**src/rtl/rx_ctrl_phy.sv**
```systemverilog
// Control-channel serial receiver: 1 start bit, 8 data bits MSB first, 2 stop bits.
// Recovers each byte, pulses valid_rx on success and err_rx on a bad stop bit.
module rx_ctrl_phy #(
  parameter int SYNC_STAGES = 2
) (
  input  logic        clk_sys,
  input  logic        rst_n,
  input  logic        rx_ctrl,
  input  logic [19:0] tbit_period,
  output logic [7:0]  data_rx,
  output logic        valid_rx,
  output logic        err_rx,
  output logic        busy_rx
);

  typedef enum logic [2:0] {
    IDLE, START, DATA, STOP1, STOP2, DONE, ERR
  } state_t;

  state_t                 state_q;
  logic [SYNC_STAGES-1:0] sync_q;
  logic                   rxs_prev_q;
  logic [19:0]            per_q;
  logic [19:0]            half_q;
  logic [19:0]            cnt_q;
  logic [19:0]            cnt_d;
  logic [2:0]             bitcnt_q;
  logic [7:0]             shreg_q;
  logic [7:0]             data_q;
  logic                   valid_q;
  logic                   err_q;
  logic                   rxs;
  logic                   fall;
  logic                   smp;

  assign rxs  = sync_q[SYNC_STAGES-1];
  assign fall = rxs_prev_q & ~rxs;

  // Flops reset high so that releasing reset never looks like a start edge.
  always_ff @(posedge clk_sys or negedge rst_n) begin
    if (!rst_n) begin
      sync_q     <= '1;
      rxs_prev_q <= 1'b1;
    end else begin
      sync_q     <= {sync_q[SYNC_STAGES-2:0], rx_ctrl};
      rxs_prev_q <= rxs;
    end
  end

  always_comb begin
    smp = 1'b0;
    case (state_q)
      START:              smp = (cnt_q == half_q - 20'd1);
      DATA, STOP1, STOP2: smp = (cnt_q == per_q - 20'd1);
      default:            smp = 1'b0;
    endcase
  end

  always_comb begin
    cnt_d = '0;
    if (state_q != IDLE && !smp) cnt_d = cnt_q + 20'd1;
  end

  always_ff @(posedge clk_sys or negedge rst_n) begin
    if (!rst_n) begin
      state_q  <= IDLE;
      per_q    <= '0;
      half_q   <= '0;
      cnt_q    <= '0;
      bitcnt_q <= '0;
      shreg_q  <= '0;
      data_q   <= '0;
      valid_q  <= 1'b0;
      err_q    <= 1'b0;
    end else begin
      valid_q <= 1'b0;
      err_q   <= 1'b0;
      cnt_q   <= cnt_d;
      case (state_q)
        IDLE: begin
          if (fall) begin
            state_q <= START;
            per_q   <= tbit_period;
            half_q  <= tbit_period >> 1;
            cnt_q   <= '0;
          end
        end
        START: begin
          if (smp) begin
            if (!rxs) begin
              state_q  <= DATA;
              bitcnt_q <= 3'd7;
            end else begin
              state_q <= IDLE;
            end
          end
        end
        DATA: begin
          if (smp) begin
            shreg_q <= {shreg_q[6:0], rxs};
            if (bitcnt_q == 3'd0) state_q <= STOP1;
            else                  bitcnt_q <= bitcnt_q - 3'd1;
          end
        end
        STOP1: begin
          if (smp) begin
            if (rxs) begin
              state_q <= STOP2;
            end else begin
              state_q <= ERR;
              err_q   <= 1'b1;
            end
          end
        end
        STOP2: begin
          if (smp) begin
            if (rxs) begin
              state_q <= DONE;
              data_q  <= shreg_q;
              valid_q <= 1'b1;
            end else begin
              state_q <= ERR;
              err_q   <= 1'b1;
            end
          end
        end
        DONE:    state_q <= IDLE;
        ERR:     state_q <= IDLE;
        default: state_q <= IDLE;
      endcase
    end
  end

  assign data_rx  = data_q;
  assign valid_rx = valid_q;
  assign err_rx   = err_q;
  assign busy_rx  = (state_q != IDLE);

endmodule
```
**config.mk**
```make
export PLATFORM = sky130hd
export DESIGN_NAME = rx_ctrl_phy
export DESIGN_NICKNAME = d
export VERILOG_FILES = /design/src/rtl/rx_ctrl_phy.sv
export SDC_FILE = /design/constraint.sdc
export NUM_CORES = 1
export LEC_CHECK = 0
export ABC_CLOCK_PERIOD_IN_PS = 5950
export CORE_ASPECT_RATIO = 1.75
export CORE_MARGIN = 2
export CORE_UTILIZATION = 40
export DETAILED_ROUTE_END_ITERATION = 7
export SETUP_SLACK_MARGIN = 0.2
export SLEW_MARGIN = 0
export SYNTH_ARGS = -nofsm -noshare
export SYNTH_HDL_FRONTEND = slang
export SYNTH_SLANG_ARGS = --single-unit
```
**constraint.sdc**
```tcl
create_clock -name clk_sys -period 5.95 [get_ports clk_sys]
set_input_delay 0.595 -clock clk_sys [delete_from_list [all_inputs] [get_ports clk_sys]]
set_output_delay 0.595 -clock clk_sys [all_outputs]
set_load 0.1 [all_outputs]
```
# After elaboration in Yosys (flattened, before gate mapping)
# Cells that the tools add are included.
[classes]
n_lt_le_gt_ge = 0
bitwise = 2
n_mul = 0
n_addsub = 4
n_mux = 25
div = 0
n_reduce_logical = 13
eq_ne = 14
shifts = 0
[op_table]
columns = ["op", "n"]
rows = [
  ["2-to-1 mux 20 bit", 3],
  ["== test 20 bit", 2],
  ["2-to-1 mux 3 bit", 10],
  ["adder 20 x 1 -> 20 bit (second input constant)", 1],
  ["subtractor 19 x 1 -> 20 bit (second input constant)", 1],
  ["subtractor 20 x 1 -> 20 bit (second input constant)", 1],
  ["inequality test 2 bit (second input constant)", 8],
  ["case mux 3 bit (5 select lines)", 1],
  ["== test 3 x 2 -> 1 bit (second input constant)", 2],
  ["zero test 3 bit", 2],
  ["2-to-1 mux 1 bit", 6],
  ["2-to-1 mux 2 bit", 3],
  ["case mux 3 bit (2 select lines)", 1],
  ["AND reduction 6 bit", 1],
  ["AND reduction 5 bit", 1],
  ["AND reduction 2 bit", 2],
  ["== test 3 x 1 -> 1 bit (second input constant)", 1],
  ["== test 3 bit (second input constant)", 1],
  ["AND reduction 3 bit", 1],
  ["nonzero test 3 bit", 1],
  ["OR reduction 3 bit", 1],
  ["subtractor 3 x 1 -> 3 bit (second input constant)", 1],
  ["case mux 1 bit (2 select lines)", 1],
  ["nonzero test 2 bit", 1],
  ["5 further kinds", 5],
]
[totals]
out_inout_bits = 11
romBits = 0
ram_bits = 0
latchBits = 0
n_memories = 0
regBits = 86

# Longest topological paths before layout
[logic_depth]
depth_word = 8
mapped_depth = 18
depth_no_buf = 13

# Worst setup path before layout
# No wires, ideal clock.
[synth_timing]
kind = "reg-to-reg"
from = "reg state_q[0]"
to = "reg cnt_q[10]"
n_path_buf = 5
arrival_ns = 4.164
required_time_ns = 5.814
path_slack_ns = 1.650
setup_ns = 0.136
synth_period_minus_slack_ns = 4.300
stages_incl_launch_ff = 18
path_cell_list = "dfrtp_1 -> buf_2 -> or3b_1 -> clkbuf_1 -> clkbuf_1 -> nand2_1 -> buf_2 -> nor2_1 -> a21oi_1 -> ha_1 -> nor2b_1 -> and4_1 -> or4bb_1 -> and3_1 -> a2111o_1 -> nor4_2 -> buf_2 -> nor3_1"
[synth_via]
elab_chain_cells = 8
elab_cells_between_ends = 13
cone_classes = "4 x eq/ne; 4 x mux; 5 x reduce/logical"
[synth_rtl]
columns = ["element", "line", "rtl"]
rows = [
  ["from (decl)", "20", "state_t state_q;"],
  ["from (signal assigned)", "66", "state_q <= IDLE;"],
  ["from (signal assigned)", "82", "state_q <= START;"],
  ["from (signal assigned)", "91", "state_q <= DATA;"],
  ["== test 3 x 2 -> 1 bit / == test 3 bit (equally long branches)", "52", "case (state_q)"],
  ["OR reduction 3 bit", "52", ""],
  ["case mux 1 bit (2 select lines)", "52", ""],
  ["zero test 1 bit", "61", "if (state_q != IDLE && !smp) cnt_d = cnt_q + 20'd1;"],
  ["logical AND 1 bit", "61", ""],
  ["2-to-1 mux 20 bit", "61", ""],
  ["2-to-1 mux 20 bit", "81", "if (fall) begin"],
  ["2-to-1 mux 20 bit (*)", "79", "case (state_q)"],
  ["to (signal assigned)", "78", "cnt_q <= cnt_d;"],
  ["to (decl)", "25", "logic [19:0] cnt_q;"],
]
# Mark *: on every way between the ends. The rest lies on a longest branch, timed or not.
# A chain may end at the register's enable or synchronous reset.

# Final worst setup path
[layout_timing]
from = "reg state_q[1]"
to = "reg data_q[3] (netlist: data_rx[3])"
[layout_via]
elab_chain_cells = 4
elab_cells_between_ends = 7
cone_classes = "4 x eq/ne; 1 x mux; 2 x reduce/logical"
[layout_rtl]
columns = ["element", "line", "rtl"]
rows = [
  ["== test 3 x 2 -> 1 bit / == test 3 bit (equally long branches)", "52, 79", ""],
  ["OR reduction 3 bit", "52", ""],
  ["case mux 1 bit (2 select lines)", "52", ""],
  ["AND reduction 3 bit (no line) (*)", "--", ""],
  ["to (signal assigned)", "119", "data_q <= shreg_q;"],
  ["to (decl)", "29", "logic [7:0] data_q;"],
]
# Marked as above.

==> impl_metrics.py <==
metrics = {
    "placement": {
        "place_ws_ps": 1292,
        "globalplace.congestion": 0.9108,
        "dp_hpwl_um": 8426,
        "dp.cells": 597,
        "portBuffers": 33,
    },
    "die": {
        "die_y_um": 145.0,
        "start_util": 0.4091,
        "coreArea_mm2": 0.01110,
        "io-pin-count": 34,
        "die_area_mm2": 0.01226,
        "fp-row-count": 51,
        "fp.dieW_um": 84.55,
    },
    "route": {
        "drtIter0Drc": 234,
        "wirelength_um": 11420,
        "drt_pass1_iterations": 4,
        "postRouteAntennaNets": 0,
        "viasPerCell": 5.961,
        "num_vias": 3654,
        "avgRoutedWirePerCell_um": 18.63,
        "drc": 0,
    },
    "worst_hold_path": {
        "hp-start": "sync_q[0]",
        "min_path_type": "register to register",
    },
    "clock_tree": {
        "max-clock-path-buffers": 2,
        "numCtsBuffers": 9,
        "clkTransAtPathRegs_ps": 60,
        "cts_htree_levels": 3,
        "ctsResizeCount": 0,
        "worst_skew_pair.late_latency_ps": 340,
        "cts-root-buf": "clkbuf_16",
        "cts_sinks": 67,
        "cts_tree": "done",
        "hold_buffers": 0,
        "cts_setup_buffers": 0,
    },
    "setup_path": {
        "arrival_ps": 4940,
        "path_max_fanout": 21,
        "path_class": "register to register",
        "cp-end-kind": "register",
        "r2r-start": "state_q[1]",
        "crit_required_ps": 6170,
        "startpoint_type": "register",
        "crit_start": "state_q[1]",
    },
    "global_routing": {
        "antenna_found_initial": 0,
        "grtUsageMet3": 0.03299,
        "grtUsageTotal": 0.1905,
        "busiest_layer": "met2",
        "first_global_vias": 3706,
        "grt_max_degree": 68,
        "grt_pass1_wl_um": 18910,
        "overflow": 0,
        "use_met2": 0.3378,
        "met1_usage": 0.2192,
    },
    "synthesis": {
        "synth_area_per_cell_um2": 9.982,
        "yosys_warnings": 0,
        "async_reset_ff_frac": 1.000,
        "synth_edf_count": 0,
        "synth.net_count": 482,
        "synth_ff_type": "dfrtp_1",
        "ys_ff_latch": 67,
        "seq_area_frac_synth": 0.3700,
        "synth_area_mm2": 0.004542,
        "syn_inst": 455,
        "netlist.area_leader.share": 0.3526,
        "synth_area_leaders": "dfrtp_1, mux2_2, xor2_1",
        "synth.largest_area_cell": "dfrtp_1",
        "synth.distinct_cells": 73,
    },
    "power": {
        "p_sw_w": 0.0007169,
        "clockPowerShare": 0.299,
        "intPower_w": 0.001224,
        "p_seq_frac": 0.360,
        "irDropWorstVdd_v": 0.0002246,
        "switching_share": 0.3694,
        "pwr_density_cell_mw_per_mm2": 368.7,
        "leakage_nw": 2.154,
        "combPwrFrac": 0.341,
    },
    "layout": {
        "mostFrequentLayoutCells": "dfrtp_1, mux2_2, clkdlybuf4s50_1",
        "final_util": 0.4741,
        "fin_cells": 613,
        "final_common_cell": "dfrtp_1",
        "n_antenna_cell": 0,
        "nNetsFinal": 503,
        "drive_gt1_frac": 0.1788,
        "area_growth_pct": 15.90,
    },
    "timing": {
        "skew_ps": 12.13,
        "setup_viol": 0,
        "worst_pin_slew_ps": 1034,
        "slew-limit-headroom": 0.3089,
        "setup_ws_ps": 1232,
        "finalCritPeriodShare": 0.7929,
        "period_needed_ps": 4718,
        "slew_violations": 0,
        "rsz0062_at_grt": "false",
        "fmax_mhz": 212.0,
        "fin_tns_setup_ps": 0,
        "hold_ws_ps": 354.9,
        "hold_viol": 0,
    },
    "flow_run": {
        "cap_violations": 0,
    },
    "run_status": {
        "status": "completed",
    },
}
path summary, 6_finish.rpt:
| kind | slack (ps) | to | cells past startpoint |
|---|---|---|---|
| worst max-delay path | 1230 | data_rx[3] | 13 |
| max in group asynchronous | 4940 | per_q[11] | 2 |
| min in group asynchronous | 450 | per_q[0] | 2 |
| worst min register to register | 350 | sync_q[1] | 0 |
| worst max register to register | 1230 | data_rx[3] | 13 |
| worst min-delay path | 350 | sync_q[1] | 0 |
critical path, cell delays in order, from the launching register on:
cell and delay, ps:
dfrtp_1 780, nand2b_1 490, nand2_1 470, nor2_1 80, a21oi_1 150, ha_1 230
nor2b_1 130, and4_1 300, nand4_1 140, xnor2_1 170, or4b_4 500, nor4_4 530
nand3_4 240, mux2_1 360
power by group through the flow:
stage	Combinational (W)	Clock, W	Sequential (W)
3_3_place_gp	0.000648	0	0.000703
3_5_place_dp	0.000653	0	0.000705
4_1_cts	0.000659	0.000595	0.000697
6_report	0.000661	0.000581	0.000699
2_1_floorplan	0.000551	0	0.000618
5_1_grt	0.000726	0.000610	0.000716
synth_stat cells, types with 8 or more instances:
cell      number
mux2_2        40
nor2_1        16
clkbuf_1      18
nand3_1       28
nor2b_1        8
xnor2_1       17
dfrtp_1       64
o21ai_0       17
mux2i_1       10
a21oi_1       17
nor3_1        29
inv_1         11
and3_1        13
nand2_1       21
xor2_1        21
layer usage:
layer  vias up  part of all wire
met4         0             0.035
met3        31             0.030
met1      1803              0.40
li1       1731                 -
met5         -                 0
met2        89              0.53
area by class of cell:
type                    count  area, um^2
fillers                  1097        5839
multi-input cells         347        2671
flip-flops and latches     67        1680
repair buffers             40       377.9
clock buffers              11       242.7
well taps                 132       165.2
clock inverters             5       85.08
inverters                  11       41.29
flip-flops by register name, indices dropped and copies added (netlist names):
register and flops:
shreg_q 8, bitcnt_q 3, rxs_prev_q 1, cnt_q 20, state_q 3, per_q 20, sync_q 2, err_rx 1
valid_rx 1, data_rx 8
per-stage QoR:
step,instance area [um^2],power (W)
global route,5264,0.002052
detailed placement,4936,0.001358
global placement,4936,0.001351
finish,5264,0.001941
floorplan,4542,0.001169
CTS,5264,0.001951
logic make-up after synthesis:
kind of cell,synth area share
flip-flops,0.3700
XOR/XNOR,0.07328
adder cells (fa/ha/maj),0.01102
multiplexers,0.1386
AND/OR/NAND/NOR,0.2521
AO/OA/AOI/OAI,0.1121
buffers and inverters,0.04297
Note: power is estimated with default switching activity, not from simulation.
